[src/rtl/cqu_mips_pkg.sv]
// Shared types and constants for the register-file write-port logic.
//   REG_ADDR_W / DATA_W / NUM_REGS : register-file geometry
//   arb_state_e                    : write-port arbiter state
//   gnt_src_e                      : which requester owns the port this cycle
//   addr_onehot()                  : register address to one-hot bit mask
package cqu_mips_pkg;

    localparam int unsigned REG_ADDR_W = 5;
    localparam int unsigned DATA_W     = 32;
    localparam int unsigned NUM_REGS   = 32;

    typedef enum logic {
        ARB,
        FORCE
    } arb_state_e;

    typedef enum logic [1:0] {
        GNT_NONE,
        GNT_PIPE,
        GNT_MC
    } gnt_src_e;

    function automatic logic [NUM_REGS-1:0] addr_onehot(input logic [REG_ADDR_W-1:0] addr);
        logic [NUM_REGS-1:0] mask;
        mask       = '0;
        mask[addr] = 1'b1;
        return mask;
    endfunction

endpackage

[src/rtl/regfile_wport_arbiter_if.sv]
// Bundle of the write-port arbiter's handshake and bus signals.
//   master : drives pipeline write-back, multi-cycle issue/result and decode reads
//   slave  : the arbiter; returns mc_ready, busy flags, stall request and the
//            registered register-file write port
interface regfile_wport_arbiter_if;
    import cqu_mips_pkg::*;

    logic                  stall;
    logic                  pipe_we;
    logic [REG_ADDR_W-1:0] pipe_addr;
    logic [DATA_W-1:0]     pipe_data;
    logic                  mc_issue;
    logic [REG_ADDR_W-1:0] mc_issue_addr;
    logic                  mc_valid;
    logic                  mc_ready;
    logic [REG_ADDR_W-1:0] mc_addr;
    logic [DATA_W-1:0]     mc_data;
    logic [REG_ADDR_W-1:0] rd_addr_a;
    logic [REG_ADDR_W-1:0] rd_addr_b;
    logic                  busy_a;
    logic                  busy_b;
    logic                  stall_req;
    logic                  reg_write_en;
    logic [REG_ADDR_W-1:0] reg_write_addr;
    logic [DATA_W-1:0]     reg_write_data;

    modport master (
        output stall, pipe_we, pipe_addr, pipe_data,
        output mc_issue, mc_issue_addr, mc_valid, mc_addr, mc_data,
        output rd_addr_a, rd_addr_b,
        input  mc_ready, busy_a, busy_b, stall_req,
        input  reg_write_en, reg_write_addr, reg_write_data
    );

    modport slave (
        input  stall, pipe_we, pipe_addr, pipe_data,
        input  mc_issue, mc_issue_addr, mc_valid, mc_addr, mc_data,
        input  rd_addr_a, rd_addr_b,
        output mc_ready, busy_a, busy_b, stall_req,
        output reg_write_en, reg_write_addr, reg_write_data
    );

endinterface

[src/rtl/pending_scoreboard.sv]
// Per-register pending bits for multi-cycle destinations.
//   clk, rstn          : clock, asynchronous active-low reset
//   i_set_en/i_set_addr: mark a register pending (ignored for $0)
//   i_clr_en/i_clr_addr: retire a pending register
//   i_rd_addr_a/b      : decode source lookups
//   o_busy_a/b         : pending status of the looked-up registers
module pending_scoreboard
    import cqu_mips_pkg::*;
(
    input  logic                  clk,
    input  logic                  rstn,
    input  logic                  i_set_en,
    input  logic [REG_ADDR_W-1:0] i_set_addr,
    input  logic                  i_clr_en,
    input  logic [REG_ADDR_W-1:0] i_clr_addr,
    input  logic [REG_ADDR_W-1:0] i_rd_addr_a,
    input  logic [REG_ADDR_W-1:0] i_rd_addr_b,
    output logic                  o_busy_a,
    output logic                  o_busy_b
);

    logic [NUM_REGS-1:0] r_pend;
    logic [NUM_REGS-1:0] w_pend_d;
    logic [NUM_REGS-1:0] w_set_mask;
    logic [NUM_REGS-1:0] w_clr_mask;

    always_comb begin
        w_set_mask = i_set_en ? addr_onehot(i_set_addr) : '0;
        w_clr_mask = i_clr_en ? addr_onehot(i_clr_addr) : '0;
        // Set is applied after clear so a same-cycle set/clear leaves the bit set.
        w_pend_d    = (r_pend & ~w_clr_mask) | w_set_mask;
        w_pend_d[0] = 1'b0;
    end

    always_ff @(posedge clk or negedge rstn) begin
        if (!rstn) begin
            r_pend <= '0;
        end else begin
            r_pend <= w_pend_d;
        end
    end

    assign o_busy_a = r_pend[i_rd_addr_a];
    assign o_busy_b = r_pend[i_rd_addr_b];

    // Re-issuing to a pending register is illegal unless it retires this same cycle.
    a_issue_to_busy: assert property (@(posedge clk) disable iff (!rstn)
        !(i_set_en && (i_set_addr != '0) && r_pend[i_set_addr] &&
          !(i_clr_en && (i_clr_addr == i_set_addr))))
        else $error("mc_issue to already-pending register %0d", i_set_addr);

endmodule

[src/rtl/regfile_wport_arbiter.sv]
// Arbitrates the single register-file write port between pipeline write-back and
// a multi-cycle unit, tracks pending multi-cycle destinations and forces a one-cycle
// pipeline stall when the multi-cycle unit has been starved for STARVE_LIMIT cycles.
//   clk, rstn : clock, asynchronous active-low reset
//   io_wp     : slave side of regfile_wport_arbiter_if (requests, busy flags,
//               stall request, registered write port)
module regfile_wport_arbiter
    import cqu_mips_pkg::*;
#(
    parameter int unsigned STARVE_LIMIT = 4,
    parameter int unsigned CNT_W        = 3
) (
    input  logic                     clk,
    input  logic                     rstn,
    regfile_wport_arbiter_if.slave   io_wp
);

    arb_state_e            r_state;
    logic [CNT_W-1:0]      r_cnt;
    logic                  r_stall_req;
    logic                  r_we;
    logic [REG_ADDR_W-1:0] r_waddr;
    logic [DATA_W-1:0]     r_wdata;

    gnt_src_e              w_gnt;
    logic                  w_pipe_req;
    logic                  w_mc_ready;
    logic                  w_mc_lose;
    logic [REG_ADDR_W-1:0] w_win_addr;
    logic [DATA_W-1:0]     w_win_data;
    logic                  w_busy_a;
    logic                  w_busy_b;

    always_comb begin
        // The pipeline is held while we force a stall, so its request is masked too.
        w_pipe_req = io_wp.pipe_we & ~io_wp.stall & ~r_stall_req;
        w_gnt      = GNT_NONE;
        unique case (r_state)
            ARB: begin
                if (w_pipe_req) begin
                    w_gnt = GNT_PIPE;
                end else if (io_wp.mc_valid) begin
                    w_gnt = GNT_MC;
                end
            end
            FORCE:   w_gnt = GNT_MC;
            default: w_gnt = GNT_NONE;
        endcase
        w_mc_ready = (w_gnt == GNT_MC);
        w_mc_lose  = io_wp.mc_valid & ~w_mc_ready;
        w_win_addr = (w_gnt == GNT_MC) ? io_wp.mc_addr : io_wp.pipe_addr;
        w_win_data = (w_gnt == GNT_MC) ? io_wp.mc_data : io_wp.pipe_data;
    end

    always_ff @(posedge clk or negedge rstn) begin
        if (!rstn) begin
            r_state     <= ARB;
            r_cnt       <= '0;
            r_stall_req <= 1'b0;
            r_we        <= 1'b0;
            r_waddr     <= '0;
            r_wdata     <= '0;
        end else begin
            // Address/data hold when nobody is granted; only the enable drops.
            if (w_gnt != GNT_NONE) begin
                r_we    <= (w_win_addr != '0);
                r_waddr <= w_win_addr;
                r_wdata <= w_win_data;
            end else begin
                r_we <= 1'b0;
            end

            if (w_mc_lose) begin
                if (r_cnt != {CNT_W{1'b1}}) begin
                    r_cnt <= r_cnt + 1'b1;
                end
            end else begin
                r_cnt <= '0;
            end

            unique case (r_state)
                ARB: begin
                    if (w_mc_lose && (r_cnt == CNT_W'(STARVE_LIMIT - 1))) begin
                        r_state     <= FORCE;
                        r_stall_req <= 1'b1;
                    end
                end
                FORCE: begin
                    r_state     <= ARB;
                    r_stall_req <= 1'b0;
                end
                default: begin
                    r_state     <= ARB;
                    r_stall_req <= 1'b0;
                end
            endcase
        end
    end

    pending_scoreboard u_scoreboard (
        .clk         (clk),
        .rstn        (rstn),
        .i_set_en    (io_wp.mc_issue),
        .i_set_addr  (io_wp.mc_issue_addr),
        .i_clr_en    (w_mc_ready),
        .i_clr_addr  (io_wp.mc_addr),
        .i_rd_addr_a (io_wp.rd_addr_a),
        .i_rd_addr_b (io_wp.rd_addr_b),
        .o_busy_a    (w_busy_a),
        .o_busy_b    (w_busy_b)
    );

    assign io_wp.mc_ready       = w_mc_ready;
    assign io_wp.busy_a         = w_busy_a;
    assign io_wp.busy_b         = w_busy_b;
    assign io_wp.stall_req      = r_stall_req;
    assign io_wp.reg_write_en   = r_we;
    assign io_wp.reg_write_addr = r_waddr;
    assign io_wp.reg_write_data = r_wdata;

endmodule

[src/flat_wrapper.sv]
// flat-port wrapper written by rule: the top's interface ports become plain ports
module regfile_wport_arbiter_flat import cqu_mips_pkg::*;
#(
    parameter int unsigned STARVE_LIMIT = 4,
    parameter int unsigned CNT_W        = 3
)
  (clk, rstn, io_wp_stall, io_wp_pipe_we, io_wp_pipe_addr, io_wp_pipe_data, io_wp_mc_issue, io_wp_mc_issue_addr, io_wp_mc_valid, io_wp_mc_addr, io_wp_mc_data, io_wp_rd_addr_a, io_wp_rd_addr_b, io_wp_mc_ready, io_wp_busy_a, io_wp_busy_b, io_wp_stall_req, io_wp_reg_write_en, io_wp_reg_write_addr, io_wp_reg_write_data);
  regfile_wport_arbiter_if io_wp_i ();
  input  logic clk;
  input  logic rstn;
  input wire logic [$bits(io_wp_i.stall)-1:0] io_wp_stall;
  input wire logic [$bits(io_wp_i.pipe_we)-1:0] io_wp_pipe_we;
  input wire logic [$bits(io_wp_i.pipe_addr)-1:0] io_wp_pipe_addr;
  input wire logic [$bits(io_wp_i.pipe_data)-1:0] io_wp_pipe_data;
  input wire logic [$bits(io_wp_i.mc_issue)-1:0] io_wp_mc_issue;
  input wire logic [$bits(io_wp_i.mc_issue_addr)-1:0] io_wp_mc_issue_addr;
  input wire logic [$bits(io_wp_i.mc_valid)-1:0] io_wp_mc_valid;
  input wire logic [$bits(io_wp_i.mc_addr)-1:0] io_wp_mc_addr;
  input wire logic [$bits(io_wp_i.mc_data)-1:0] io_wp_mc_data;
  input wire logic [$bits(io_wp_i.rd_addr_a)-1:0] io_wp_rd_addr_a;
  input wire logic [$bits(io_wp_i.rd_addr_b)-1:0] io_wp_rd_addr_b;
  output wire logic [$bits(io_wp_i.mc_ready)-1:0] io_wp_mc_ready;
  output wire logic [$bits(io_wp_i.busy_a)-1:0] io_wp_busy_a;
  output wire logic [$bits(io_wp_i.busy_b)-1:0] io_wp_busy_b;
  output wire logic [$bits(io_wp_i.stall_req)-1:0] io_wp_stall_req;
  output wire logic [$bits(io_wp_i.reg_write_en)-1:0] io_wp_reg_write_en;
  output wire logic [$bits(io_wp_i.reg_write_addr)-1:0] io_wp_reg_write_addr;
  output wire logic [$bits(io_wp_i.reg_write_data)-1:0] io_wp_reg_write_data;
  assign io_wp_i.stall = io_wp_stall;
  assign io_wp_i.pipe_we = io_wp_pipe_we;
  assign io_wp_i.pipe_addr = io_wp_pipe_addr;
  assign io_wp_i.pipe_data = io_wp_pipe_data;
  assign io_wp_i.mc_issue = io_wp_mc_issue;
  assign io_wp_i.mc_issue_addr = io_wp_mc_issue_addr;
  assign io_wp_i.mc_valid = io_wp_mc_valid;
  assign io_wp_i.mc_addr = io_wp_mc_addr;
  assign io_wp_i.mc_data = io_wp_mc_data;
  assign io_wp_i.rd_addr_a = io_wp_rd_addr_a;
  assign io_wp_i.rd_addr_b = io_wp_rd_addr_b;
  assign io_wp_mc_ready = io_wp_i.mc_ready;
  assign io_wp_busy_a = io_wp_i.busy_a;
  assign io_wp_busy_b = io_wp_i.busy_b;
  assign io_wp_stall_req = io_wp_i.stall_req;
  assign io_wp_reg_write_en = io_wp_i.reg_write_en;
  assign io_wp_reg_write_addr = io_wp_i.reg_write_addr;
  assign io_wp_reg_write_data = io_wp_i.reg_write_data;
  regfile_wport_arbiter #(.STARVE_LIMIT(STARVE_LIMIT), .CNT_W(CNT_W)) u_core (.clk(clk), .rstn(rstn), .io_wp(io_wp_i));
endmodule
[config.mk]
export PLATFORM = sky130hd
export DESIGN_NAME = regfile_wport_arbiter_flat
export DESIGN_NICKNAME = d
export VERILOG_FILES = /design/src/rtl/cqu_mips_pkg.sv /design/src/rtl/regfile_wport_arbiter_if.sv /design/src/rtl/pending_scoreboard.sv /design/src/rtl/regfile_wport_arbiter.sv /design/src/flat_wrapper.sv
export SDC_FILE = /design/constraint.sdc
export NUM_CORES = 1
export LEC_CHECK = 0
export CAP_MARGIN = 20
export CORE_AREA = 5 5 96 98
export DETAILED_ROUTE_END_ITERATION = 12
export DIE_AREA = 0 0 101 103
export PLACE_DENSITY = 0.83
export RECOVER_POWER = 100
export SLEW_MARGIN = 20
export SYNTH_ARGS = -nofsm -noshare
export SYNTH_HDL_FRONTEND = slang
export SYNTH_SLANG_ARGS = --single-unit
export TNS_END_PERCENT = 10
[constraint.sdc]
create_clock -name clk -period 3.1 [get_ports clk]
set_input_delay 0.31 -clock clk [delete_from_list [all_inputs] [get_ports clk]]
set_output_delay 0.31 -clock clk [all_outputs]
set_load 0.05 [all_outputs]
==> impl_results.md, run 1 <==
- Register-to-Register Setup Slack: between 0.5 and 0.6 ns
- Crit path max-delay family: buffers and inverters
- Seq cells post-synth: 74
- FF-to-FF Start: u_core.io_wp.stall_req
- Chip Height: 103 µm
- Critical path, cell by cell: clkdlybuf4s50_1 -> or3b_2 -> a21oi_4 -> clkbuf_1 -> and3_1 -> a21o_1
- Final TNS setup: 0 ns
- Crit path required time: about 3.4 ns
- PortBufs: between 100 and 150
- Max IR drop VDD: about 0.00041 V
- Clock power share: a little under a quarter
- Worst path max stage delay: 1.01 ns
- TritonCTS clock tree: built
- Crit. End Element: register
- Final Hold Fails: 0
- Combinational group share of total power: ~34%
- Synth warn: 0
- Post-synthesis sequential area ratio: 47.0%
- Longest Clk Path Bufs: 2
- Largest net degree at the start of global routing: 75
- Syn avg cell area: 10.1 µm²
- Share of cells above drive strength 1: under 10%
- DP HPWL: 8310 µm
- Setup Viol. Count Final: 0
- Global Route met2 Usage: between 30% and 40%
- Pint: 0.00193 W
- First-pass GRT wire length: between 15000 and 20000 µm
- Max Fclk: roughly 0.39 GHz
- Hold-fix buffers at CTS: 0
- Post-Synthesis Cells: between 300 and 400
- Async S/R FF share, synth: 100%
- Clk Latency, worst-skew pair: 0.34 ns
- Placed insts: 609
- H-tree levels: 3
- Sequential share of power: between 40% and 50%
- Met1 Use GR: between 20% and 30%
- Synth Net Count: 487
- CTS sink cnt: 74
- Layout Utilization: between 60% and 70%
- Number of DRC markers in iteration 0: 265
- Worst Skew: around 0.0084 ns
- Reg2reg end: u_core.io_wp.stall_req
- Global route overflow: 0
- Failing checks: max-capacitance violations, max-slew violations
- Sw Ratio: 35.7%
- Tmin final: between 2 and 3 ns
- Status: finished, violations left
- Pleak: between 2 and 2.5 nW
- Post-route insts no fill: around 620
- CP Launch Type: input port
- Max-cap violations: 1
- DRC Markers: 0
- Core box area: between 8000 and 9000 µm²
- Worst Max-Slew Pin Slew: 1.81 ns
- Root Buffer: clkbuf_8
- HP Class: in -> async
- Pwr dens: approximately 550 nW/µm²
- CTS Buf Count: 9
- Ant. Diodes: 0
- DR pass1 iterations: 5
- Netlist cell types: 37
- Gr usage total: 21.8%
- Die footprint: 10400 µm²
- Starting Density: a little under half
- Count of final max-slew check failures: 75
- Busiest grt layer: met2
- WL/cell: around 18 µm
- Final Cell Area: around 5500 µm²
- Grt met3 use: ~9.0%
- Synth-to-layout area growth: 39.2%
- RSZ-0062 raised after global routing: false
- GP Congestion: 0.888
- Via count: about 3500
- CP max-delay cell: clkbuf_1
- Switch Pwr: 0.00107 W
- CP bufs+invs: 2
- Postcts setup bufs: 0
- Initial antenna violation count: 0
- Post-Syn Area: approximately 3900 µm²
- Post-route ant nets: 0
- Clk pin slew, worst setup/hold paths: around 0.080 ns
- Dpl cell area: ~5300 µm²
- Slew margin rel.: -20.9%
- Post-synth EDFFs: 0
- Final period util: a little over 80%
- Worst Path Max Fanout: 35
- Reg2reg path depth: 5
- Final nets: 610
- Vias in the first global route: about 3700
- IO Pins: ~140
- Kind of critical path: in -> reg
- Routed Wire Length: about 11000 µm
- Top_reg_cell synth: dfrtp_1
- Via density: 5.65
- # rows: 34
- Die width: 101 µm
- Fill count: between 600 and 700
- Post-cts repair resize count: 0
- Crit path arrival time: 2.85 ns
## metal layers
| metal | part of all wire [%] | wire [µm] | vias up |
|---|---|---|---|
| li1 | - | - | 1680 |
| met1 | 39 | 4310 | 1668 |
| met2 | 49 | 5420 | 158 |
| met3 | 11 | 1190 | 16 |
| met4 | 1.3 | 141 | 0 |
| met5 | 0 | 0 | - |
## worst max-delay path by stage
stage                      startpoint                endpoint  cells past startpoint
6_report                io_wp_pipe_we  u_core.io_wp.stall_req                      6
4_1_cts            io_wp_rd_addr_b[0]            io_wp_busy_b                      6
5_1_grt        u_core.io_wp.stall_req         u_core.r_cnt[1]                      5
2_1_floorplan      io_wp_rd_addr_a[0]            io_wp_busy_a                      5
3_5_place_dp       io_wp_rd_addr_b[0]            io_wp_busy_b                      6
3_3_place_gp       io_wp_rd_addr_a[0]            io_wp_busy_a                      6
## worst reg2reg max path: cells and delay by family (launching register included)
kind / cells / cell delay [ns]
AO/OA/AOI/OAI: 2 / 0.26
flip-flops: 1 / 0.41
AND/OR/NAND/NOR: 2 / 0.82
buffers and inverters: 1 / 1.01
## power groups by stage
stage	clock network, W	registers, W	logic, W
global placement	0	0.00129	0.00104
global route	0.000762	0.00130	0.00110
floorplan	0	0.00151	0.000421
detailed placement	0	0.00130	0.00107
CTS	0.000714	0.00128	0.00107
finish	0.000697	0.00128	0.00102
## cells in the final DEF, fill, tap and decap left out, drive strengths merged, types with 2 or more instances in the layout
master	synthesis	final
clkdlybuf4s50	0	91
buf	15	2
nor2b	4	4
ha	3	3
nand3b	8	8
o21ai	69	69
nand4	2	2
mux2i	56	56
or3b	6	6
dfrtp	74	74
mux4	6	6
nand2b	6	6
a22oi	4	4
a211oi	2	2
a21oi	9	9
nor2	10	10
clkbuf	12	16
nand3	11	11
nand2	43	43
dlygate4sd3	0	41
o31ai	31	31
or3	2	2
o2111ai	2	2
o211ai	2	2
inv	5	5
## stage by stage
stage	worst slack, ns	hold WS [ns]	total power [W]
global placement	0.685	0.498	0.00233
global route	0.308	0.516	0.00316
detailed placement	0.631	0.506	0.00236
CTS	0.626	0.127	0.00306
finish	0.534	0.432	0.00300
floorplan	0.942	0.0144	0.00193
## cells in the mapped netlist (3+ instances only)
library cell,count,share of area (%)
mux2i_1,56,14
mux4_2,6,3.4
dfrtp_1,74,47
nand3_1,11,1.4
a21oi_1,8,1.0
ha_1,3,0.95
clkbuf_1,12,1.1
buf_1,5,0.48
o21ai_1,37,4.7
a22oi_1,4,0.76
nand2_1,43,4.1
nor2b_1,4,0.63
or3b_1,3,0.67
nand2b_1,6,0.95
inv_1,4,0.38
o21ai_0,32,4.1
nor2_1,10,0.95
nand3b_1,8,1.5
o31ai_1,31,5.9
or3b_2,3,0.67
buf_2,8,1.0
## registers in the layout, indices dropped and copies added (netlist names)
name                         count
u_core.io_wp.reg_write_data     32
u_core.io_wp.stall_req           1
u_core.io_wp.reg_write_en        1
u_core.io_wp.reg_write_addr      5
u_core.r_cnt                     3
u_core.u_scoreboard.r_pend      31
u_core.r_state                   1
## area by class of cell
class | count | area [µm²] | area share [%]
clock buffers | 11 | 131 | 2.39
repair buffers | 139 | 1360 | 24.8
flip-flops and latches | 74 | 1850 | 33.8
inverters | 5 | 18.8 | 0.342
multi-input cells | 283 | 1950 | 35.5
well taps | 108 | 135 | 2.46
clock inverters | 3 | 42.5 | 0.775
## cell families after synthesis
kind of cell               synth area share (%)
DFF                                        47.0
muxes                                      17.7
and+or+nand+nor                            12.3
xor gates and xnor gates                  0.222
adders and majority gates                 0.952
AOI/OAI and AO/OA                          18.3
buffers and inverters                      3.59
No activity file was read; power rests on OpenSTA's default activity.
==> run 2: changes to the inputs <==
--- a/config.mk
+++ b/config.mk
@@ -6,10 +6,10 @@
 export NUM_CORES = 1
 export LEC_CHECK = 0
 export CAP_MARGIN = 20
-export CORE_AREA = 5 5 96 98
+export CORE_AREA = 5 5 105 107
 export DETAILED_ROUTE_END_ITERATION = 12
-export DIE_AREA = 0 0 101 103
-export PLACE_DENSITY = 0.83
+export DIE_AREA = 0 0 110 112
+export PLACE_DENSITY = 0.74
 export RECOVER_POWER = 100
 export SLEW_MARGIN = 20
 export SYNTH_ARGS = -nofsm -noshare
==> constraint.sdc (replaced) <==
create_clock -name clk -period 2.2 [get_ports clk]
set_input_delay 0.22 -clock clk [delete_from_list [all_inputs] [get_ports clk]]
set_output_delay 0.22 -clock clk [all_outputs]
set_load 0.05 [all_outputs]
==> impl_results.md, run 2 (same netlist as run 1, synthesis figures left out) <==
- TritonCTS clock tree: built
- DRC Markers: 0 (unchanged)
- Max FFs per register: 32 (unchanged)
- Root Buffer: clkbuf_8
- Sw Ratio: 33.7% (-2.0 points)
- Clock power share: 28.6% (+5.4 points)
- Worst Skew: 0.00541 ns (-0.00298 ns)
- Switch Pwr: 0.00154 W (+44%)
- Chip Height: 112 µm (+8.7%)
- Setup Viol. Count Final: 0 (unchanged)
- Reg2reg path depth: 5 (unchanged)
- GP Congestion: 0.864 (-2.7%)
- Max Fclk: approximately 0.5 GHz
- Crit path arrival time: 1.84 ns (-1.01 ns)
- H-tree levels: 3 (unchanged)
- IO Pins: 137 (unchanged)
- WL/cell: 17.5 µm (-1.3%)
- Die footprint: 12300 µm² (+18%)
- Pleak: 2.52 nW (+4.8%)
- Postcts setup bufs: 0 (unchanged)
- Max IR drop VDD: 0.000516 V (+26%)
- Synth-to-layout area growth: 44.7%
- Final Hold Fails: 0 (unchanged)
- Final period util: between 90 and 100%
- First-pass GRT wire length: 18900 µm (+5.7%)
- Count of final max-slew check failures: 0 (-100%)
- Crit. End Element: primary output
- Max-cap violations: 0 (-1)
- Hold_ws: 0.422 ns (-0.0106 ns)
- Sequential share of power: 39.5% (-3.2 points)
- Via density: 5.43 (-3.9%)
- Vias in the first global route: 3840 (+4.7%)
- Clk Latency, worst-skew pair: 0.34 ns (about the same)
- Clk pin slew, worst setup/hold paths: 0.08 ns (about the same)
- # rows: 37 (+8.8%)
- Final TNS setup: 0 ns (unchanged)
- Kind of critical path: in -> out
- Gr usage total: 19.3% (-2.4 points)
- Crit path required time: 1.98 ns (-1.40 ns)
- CTS Buf Count: 9 (unchanged)
- Die width: 110 µm (+8.9%)
- Number of DRC markers in iteration 0: 139 (-48%)
- Pwr dens: 803 nW/µm² (+47%)
- Initial antenna violation count: 0 (unchanged)
- Post-route ant nets: 0 (unchanged)
- Longest Clk Path Bufs: 2 (unchanged)
- Pint: 0.00303 W (+58%)
- DR pass1 iterations: 4 (-1)
- Ant. Diodes: 0 (unchanged)
- RSZ-0062 raised after global routing: false
- Status: completed
- Largest net degree at the start of global routing: 44 (-41%)
- Global route overflow: 0 (unchanged)
- Share of cells above drive strength 1: 8.00% (+2.4 points)
- Worst Max-Slew Pin Slew: 0.782 ns (-1.03 ns)
- Combinational group share of total power: 31.9% (-2.2 points)
- Tmin final: slightly above 2 ns
- Commonest cells after routing, fill and taps aside: clkdlybuf4s50_1 (90), dfrtp_1 (74), o21ai_0 (67), mux2i_1 (56), nand2_1 (43)
- DP HPWL: 8980 µm (+8.1%)
- Most common cell after layout, fill and taps aside: clkdlybuf4s50_1
- Slew margin rel.: 47.8% (+69 points)
- CTS sink cnt: 74 (unchanged)
- Core box area: 10000 µm² (+20%)
- WHS Path Cells: 3
- CP Launch Type: input port
- Via count: 3591 (+2.0%)
- HP Class: in -> reg
- Starting Density: 39.2% (-7.8 points)
- Final nets: 618 (+1.3%)
- Worst Path Max Fanout: 10 (-71%)
- Routed Wire Length: 11600 µm (+4.8%)
- PortBufs: 136 (unchanged)
[run 2: through the flow]
stage                     cells  cell area [µm²]  worst slack (ns)  power (W)  util [%]
final                       661             5700             0.144    0.00458      56.8
after global routing        661             5700            0.0226    0.00481      56.8
after CTS                   661             5730            0.0488    0.00469      57.0
after detailed placement    644             5470            0.0539    0.00337      54.4
after global placement      644             5470            0.0852    0.00332      54.4
after floorplan             389             3940             0.116    0.00272         -
[run 2: power groups by stage]
stage | Clock, W | Combinational (W) | Sequential, W
6_report | 0.00131 | 0.00146 | 0.00181
5_1_grt | 0.00140 | 0.00158 | 0.00184
4_1_cts | 0.00134 | 0.00154 | 0.00181
3_5_place_dp | 0 | 0.00154 | 0.00183
3_3_place_gp | 0 | 0.00150 | 0.00182
2_1_floorplan | 0 | 0.000593 | 0.00213
[run 2: layout make-up]
| class | count | area [µm²] |
|---|---|---|
| clock buffer | 12 | 155 |
| clock inverter | 4 | 97.6 |
| fill | 905 | 4340 |
| inverter | 5 | 18.8 |
| multi-input combinational | 283 | 1950 |
| sequential | 74 | 1850 |
| tap | 136 | 170 |
| timing repair buffer | 147 | 1460 |
[run 2: critical path, cell delays in order]
cell,delay [ns]
clkdlybuf4s50_1,0.71
mux4_2,0.35
nand2b_1,0.15
o211ai_1,0.09
nand4_1,0.11
buf_4,0.20
[run 2: worst paths after layout]
kind                                        startpoint                         endpoint  slack [ns]
worst max-delay path                io_wp_rd_addr_b[1]                     io_wp_busy_b        0.14
worst min-delay path                  io_wp_mc_data[6]   u_core.io_wp.reg_write_data[6]        0.42
worst max register to register  u_core.io_wp.stall_req                  u_core.r_cnt[0]        0.16
worst min register to register  u_core.io_wp.stall_req           u_core.io_wp.stall_req        0.53
max in group asynchronous                         rstn   u_core.u_scoreboard.r_pend[13]        0.57
min in group asynchronous                         rstn  u_core.io_wp.reg_write_data[30]        0.49
[run 2: routing by layer]
layer	vias to the layer above	share of wire [%]	global-route usage, %
met4	0	1.3	5.07
li1	1694	-	-
met5	-	0	0
met3	15	10	7.83
met1	1733	40	23.9
met2	149	48	31.2
[run 2: what timing repair did]
item	in CTS	in global routing
endpoints found under the hold margin	31	0
resized for setup	0	3
setup endpoints to repair	0	2
hold buffers	1	0
==> run 3: changes to the inputs <==
--- a/config.mk
+++ b/config.mk
@@ -7,6 +7,7 @@
 export LEC_CHECK = 0
 export CAP_MARGIN = 20
 export CORE_AREA = 5 5 105 107
+export CTS_CLUSTER_SIZE = 25
 export DETAILED_ROUTE_END_ITERATION = 12
 export DIE_AREA = 0 0 110 112
 export PLACE_DENSITY = 0.74
==> results of run 3 <==
The final DEF is identical to that of run 2; final timing and power are the same.
